$ cat config.mk
export PLATFORM = sky130hd
export DESIGN_NAME = mem_port_arbiter
export DESIGN_NICKNAME = d
export VERILOG_FILES = /design/src/rtl/mem_port_arbiter.sv
export SDC_FILE = /design/constraint.sdc
export NUM_CORES = 1
export LEC_CHECK = 0
export ABC_AREA = 0
export CORE_ASPECT_RATIO = 0.7
export CORE_MARGIN = 1
export CORE_UTILIZATION = 36
export CTS_CLUSTER_SIZE = 30
export DETAILED_ROUTE_END_ITERATION = 10
export GPL_ROUTABILITY_DRIVEN = 0
export HOLD_SLACK_MARGIN = 0.15
export PLACE_DENSITY = 0.87
export SLEW_MARGIN = 15
export SYNTH_ARGS = -nofsm -noshare
export SYNTH_HDL_FRONTEND = slang
export SYNTH_SLANG_ARGS = --single-unit
$ cat constraint.sdc
create_clock -name clk -period 4.45 [get_ports clk]
set_clock_uncertainty 0.05 [all_clocks]
set_input_delay 0.6675 -clock clk [delete_from_list [all_inputs] [get_ports clk]]
set_output_delay 0.6675 -clock clk [all_outputs]
set_load 0.02 [all_outputs]
$ cat src/rtl/mem_port_arbiter.sv
// Shares one single-port memory between fetch (IF) and data (DM) requesters; DM has priority with
// a starvation limit. Defining MEM_PORT_ARB_PERF_EN adds the perf_conflicts counter port.
module mem_port_arbiter #(
  parameter int ADDR_W     = 32,
  parameter int DATA_W     = 32,
  parameter int STARVE_MAX = 4
) (
  input  logic              clk,
  input  logic              rst,
  input  logic              if_req,
  input  logic [ADDR_W-1:0] if_addr,
  output logic              if_ready,
  output logic [DATA_W-1:0] if_rdata,
  output logic              if_stall,
  input  logic              dm_req,
  input  logic              dm_we,
  input  logic [ADDR_W-1:0] dm_addr,
  input  logic [DATA_W-1:0] dm_wdata,
  output logic              dm_ready,
  output logic [DATA_W-1:0] dm_rdata,
  output logic              dm_stall,
  output logic              mem_req,
  output logic              mem_we,
  output logic [ADDR_W-1:0] mem_addr,
  output logic [DATA_W-1:0] mem_wdata,
  input  logic              mem_ack,
  input  logic [DATA_W-1:0] mem_rdata
`ifdef MEM_PORT_ARB_PERF_EN
  ,
  output logic [31:0]       perf_conflicts
`endif
);

  localparam logic [3:0] STREAK_MAX = 4'(STARVE_MAX);

  typedef enum logic [1:0] {IDLE, IF_WAIT, DM_WAIT} state_t;

  state_t            state_q;
  logic              mem_req_q, mem_we_q, if_ready_q, dm_ready_q;
  logic [ADDR_W-1:0] mem_addr_q;
  logic [DATA_W-1:0] mem_wdata_q, if_rdata_q, dm_rdata_q;
  logic [3:0]        streak_q, streak_d;
  logic              if_live, dm_live, grant_dm, grant_if;

  // A requester whose ready pulse is high this cycle is still holding req from the finished access.
  assign if_live = if_req & ~if_ready_q;
  assign dm_live = dm_req & ~dm_ready_q;

  // NOTE: every output of a combinational block gets a default first, so no path can infer a latch.
  always_comb begin
    grant_dm = 1'b0;
    grant_if = 1'b0;
    streak_d = streak_q;
    if (state_q == IDLE) begin
      grant_dm = dm_live & (~if_live | (streak_q != STREAK_MAX));
      grant_if = if_live & ~grant_dm;
      if (grant_if) begin
        streak_d = '0;
      end else if (grant_dm) begin
        if (!if_req)                      streak_d = '0;
        else if (streak_q != STREAK_MAX)  streak_d = streak_q + 4'd1;
      end
    end
  end

  // NOTE: state registers use non-blocking assignments so every flop samples pre-edge values.
  always_ff @(posedge clk or posedge rst) begin
    if (rst) begin
      state_q     <= IDLE;
      mem_req_q   <= 1'b0;
      mem_we_q    <= 1'b0;
      mem_addr_q  <= '0;
      mem_wdata_q <= '0;
      if_ready_q  <= 1'b0;
      dm_ready_q  <= 1'b0;
      if_rdata_q  <= '0;
      dm_rdata_q  <= '0;
      streak_q    <= '0;
    end else begin
      if_ready_q <= 1'b0;
      dm_ready_q <= 1'b0;
      streak_q   <= streak_d;
      case (state_q)
        IDLE: begin
          if (grant_dm) begin
            mem_req_q   <= 1'b1;
            mem_we_q    <= dm_we;
            mem_addr_q  <= dm_addr;
            mem_wdata_q <= dm_wdata;
            state_q     <= DM_WAIT;
          end else if (grant_if) begin
            mem_req_q   <= 1'b1;
            mem_we_q    <= 1'b0;
            mem_addr_q  <= if_addr;
            mem_wdata_q <= '0;
            state_q     <= IF_WAIT;
          end
        end
        IF_WAIT: begin
          if (mem_ack) begin
            mem_req_q  <= 1'b0;
            if_rdata_q <= mem_rdata;
            if_ready_q <= 1'b1;
            state_q    <= IDLE;
          end
        end
        DM_WAIT: begin
          if (mem_ack) begin
            mem_req_q  <= 1'b0;
            if (!mem_we_q) dm_rdata_q <= mem_rdata;
            dm_ready_q <= 1'b1;
            state_q    <= IDLE;
          end
        end
        default: state_q <= IDLE;
      endcase
    end
  end

`ifdef MEM_PORT_ARB_PERF_EN
  logic [31:0] perf_q, perf_d;

  assign perf_d = perf_q + 32'((state_q == IDLE) & if_live & dm_live);

  always_ff @(posedge clk or posedge rst) begin
    if (rst) perf_q <= '0;
    else     perf_q <= perf_d;
  end

  assign perf_conflicts = perf_q;
`endif

  assign if_ready  = if_ready_q;
  assign dm_ready  = dm_ready_q;
  assign if_rdata  = if_rdata_q;
  assign dm_rdata  = dm_rdata_q;
  assign if_stall  = if_req & ~if_ready_q;
  assign dm_stall  = dm_req & ~dm_ready_q;
  assign mem_req   = mem_req_q;
  assign mem_we    = mem_we_q;
  assign mem_addr  = mem_addr_q;
  assign mem_wdata = mem_wdata_q;

endmodule

==> flow_metrics.py <==
metrics = {
    "status": {
        "status": "finished, final reports clean",
    },
    "timing": {
        "achievable-frequency_mhz": 330,
        "min_period_over_period": 0.682,
        "hold_ws_ns": 0.445,
        "rsz0062_at_grt": "false",
        "finalWorstSetupSlack_ns": 1.42,
        "tns_ns": 0,
        "slew_headroom": 0.349,
        "fin_crit_ns": 3.03,
        "worstMarginPinSlew_ns": 0.973,
        "hold_viol": 0,
        "slew_violations": 0,
        "setup_viol": 0,
    },
    "logic_synthesis": {
        "synthArstFlopShare": 1.00,
        "synth.distinct_cells": 32,
        "synth_area_mm2": 0.00539,
        "ys_seq_area_frac": 0.640,
        "ys_top_cells_by_area": "dfrtp_1 (64%), mux2_2 (13%), a22o_1 (5.5%)",
        "synth_enable_flop_cells": 0,
        "yosys_warnings": 0,
        "syn_nets": 548,
        "ys_ff_latch": 138,
        "netlist_instances": 409,
        "yosysTopAreaCell": "dfrtp_1",
        "yosys_most_used_dff": "dfrtp_1",
        "synth_top_area_share": 0.640,
        "avgSynthCellArea_um2": 13.2,
    },
    "routing": {
        "route.met3.wl_um": 737,
        "drt-initial-drc-count": 195,
        "detail_route.wl_per_cell_um": 16.5,
        "met1_length_mm": 6.19,
        "via_per_inst": 4.88,
        "drc": 0,
        "top_layer": "met4",
        "met2_length_mm": 7.41,
        "ant_nets": 0,
        "vias": 4306,
        "wl_mm": 14.5,
        "drtPass1Iterations": 4,
    },
    "global_route": {
        "grt_first_pass_wirelength_mm": 23.5,
        "grt_use_total": 0.194,
        "grt_max_degree": 74,
        "antenna_found_initial": 0,
        "grt_pass1_vias": 4577,
        "grt-ovfl-total": 0,
    },
    "worst_setup_path": {
        "startpoint": "if_req",
        "reg2reg_from": "state_q[0]$_DFFE_PP0P_",
        "r2r_slack_ns": 2.21,
        "crit_required_ns": 3.73,
        "crit_path_frequent_cell": "clkdlybuf4s50_1",
        "cp.arrival_ns": 2.32,
        "r2r_cells": 5,
        "critPathMaxStageDelay_ns": 0.70,
        "r2r-end": "mem_wdata[12]$_DFFE_PP0P_",
        "critPathMaxFanout": 7,
        "path_cells": "clkdlybuf4s50_1 > nor2b_2 > clkdlybuf4s50_1",
        "worstSetupEndpointType": "output pin",
        "critPathLaunchType": "primary input",
        "crit_path_top_delay_cell": "clkdlybuf4s50_1",
        "critical_path_class": "in2out",
    },
    "worst_hold_path": {
        "worstHoldPathCells": 1,
        "hold_end": "mem_wdata[8]$_DFFE_PP0P_",
        "holdCritStartpoint": "mem_wdata[8]$_DFFE_PP0P_",
        "hp-class": "reg2reg",
    },
    "floorplan": {
        "pin_count": 268,
        "num_rows": 37,
        "die_x_um": 148,
        "initial_core_util": 0.368,
        "dieArea_mm2": 0.0155,
        "core_region_area_mm2": 0.0147,
        "dieHeight_um": 104,
    },
    "cts": {
        "cts_max_level": 4,
        "clk_latency_ns": 0.40,
        "cts_buffers": 17,
        "clockBufferDepth": 2,
        "postCtsSetupRepairBufs": 0,
        "cts_hold_buf": 0,
        "clockRootBuffer": "clkbuf_16",
        "clk_pin_slew_ns": 0.06,
        "cts_tree": "yes",
        "cts_resized": 0,
        "cts_sinks": 138,
    },
    "placed_design": {
        "numPortBuffers": 267,
        "dp_hpwl_mm": 10.7,
        "pre_cts_ws_ns": 1.41,
    },
    "cells_and_area": {
        "fillers": 1131,
        "nNetsFinal": 814,
        "antennaDiodeCount": 0,
        "drive_above_1_share": 0.158,
        "synthToLayoutAreaGrowth_pct": 63.7,
        "final_common_cell": "clkdlybuf4s50_1",
        "final_cell_mix": "clkdlybuf4s50_1 (267), dfrtp_1 (138), nor2_1 (65), mux2_2 (63)",
    },
    "power_and_ir_drop": {
        "p_sw_mw": 2.59,
        "p_comb_frac": 0.489,
        "power.internal_mw": 4.32,
        "p_leak_nw": 3.74,
        "power_frac_seq": 0.321,
        "power.density_mw_per_mm2": 782,
        "ir_drop_uv": 332,
        "p_sw_frac": 0.375,
        "pwr-share-clk": 0.190,
    },
    "run": {
        "cap_violations": 0,
    },
}
==> per-stage QoR <==
step	cells	cell area [um2]	utilization	power [mW]
finish	883	8830	0.602	6.90
global route	883	8830	0.602	7.28
CTS	882	8810	0.601	6.96
detailed placement	850	8250	0.562	5.61
global placement	850	8250	0.562	5.48
floorplan	409	5390	-	3.98
==> cell usage after synthesis (all sizes together) (4+ instances only) <==
cell,n
dfrtp,138
nor2,65
mux2,64
a22o,34
o22ai,34
buf,22
inv,9
o21ai,7
ha,5
nand2,5
a21oi,4
nand3,4
==> worst max path at each step <==
| stage | end | slack (ns) | depth (start not counted) |
|---|---|---|---|
| 3_5_place_dp | if_stall | 1.41 | 3 |
| 3_3_place_gp | if_stall | 1.47 | 3 |
| 6_report | if_stall | 1.42 | 3 |
| 2_1_floorplan | dm_rdata[0]$_DFFE_PP0P_ | 0.04 | 1 |
| 4_1_cts | if_stall | 1.41 | 3 |
| 5_1_grt | if_stall | 1.35 | 3 |
==> power by group through the flow <==
stage	registers [mW]	clock network [mW]	logic, mW
2_1_floorplan	2.93	0	1.05
5_1_grt	2.29	1.40	3.59
6_report	2.22	1.31	3.38
3_3_place_gp	2.18	0	3.30
4_1_cts	2.22	1.35	3.39
3_5_place_dp	2.23	0	3.38
==> worst max-delay path, delay by kind of cell <==
family | cells | cell delay (ns)
buffers and inverters | 2 | 1.22
and+or+nand+nor | 1 | 0.43
==> sequential cells by signal (all words and copies together) (netlist names) <==
name	cells
dm_ready	1
state_q	2
streak_q	4
mem_addr	32
mem_we	1
dm_rdata	32
mem_req	1
if_ready	1
mem_wdata	32
if_rdata	32
==> cell families (layout without fill, tap and decap cells) <==
logic type | count (synthesis) | after routing | synth area share
AO/OA/AOI/OAI | 84 | 84 | 0.118
adder cells (fa/ha/maj) | 5 | 5 | 0.0116
buffers and inverters | 34 | 313 | 0.0299
flip-flops | 138 | 138 | 0.640
multiplexers | 64 | 64 | 0.134
AND/OR/NAND/NOR | 84 | 84 | 0.0666
==> layout make-up <==
type | instances | area [um2] | share of cell area
Tap cell | 195 | 244 | 0.0276
Clock buffer | 18 | 439 | 0.0497
Multi-Input combinational cell | 237 | 1800 | 0.204
Sequential cell | 138 | 3450 | 0.391
Inverter | 9 | 36.3 | 0.00411
Timing Repair Buffer | 272 | 2730 | 0.309
Clock inverter | 14 | 128 | 0.0145
==> routing by layer <==
metal / global-route usage / vias up
li1: - / 1990
met1: 0.240 / 2137
met2: 0.338 / 161
met3: 0.0404 / 18
met4: 0.0582 / 0
met5: 0 / -
Power figures use the tool's default switching activity.
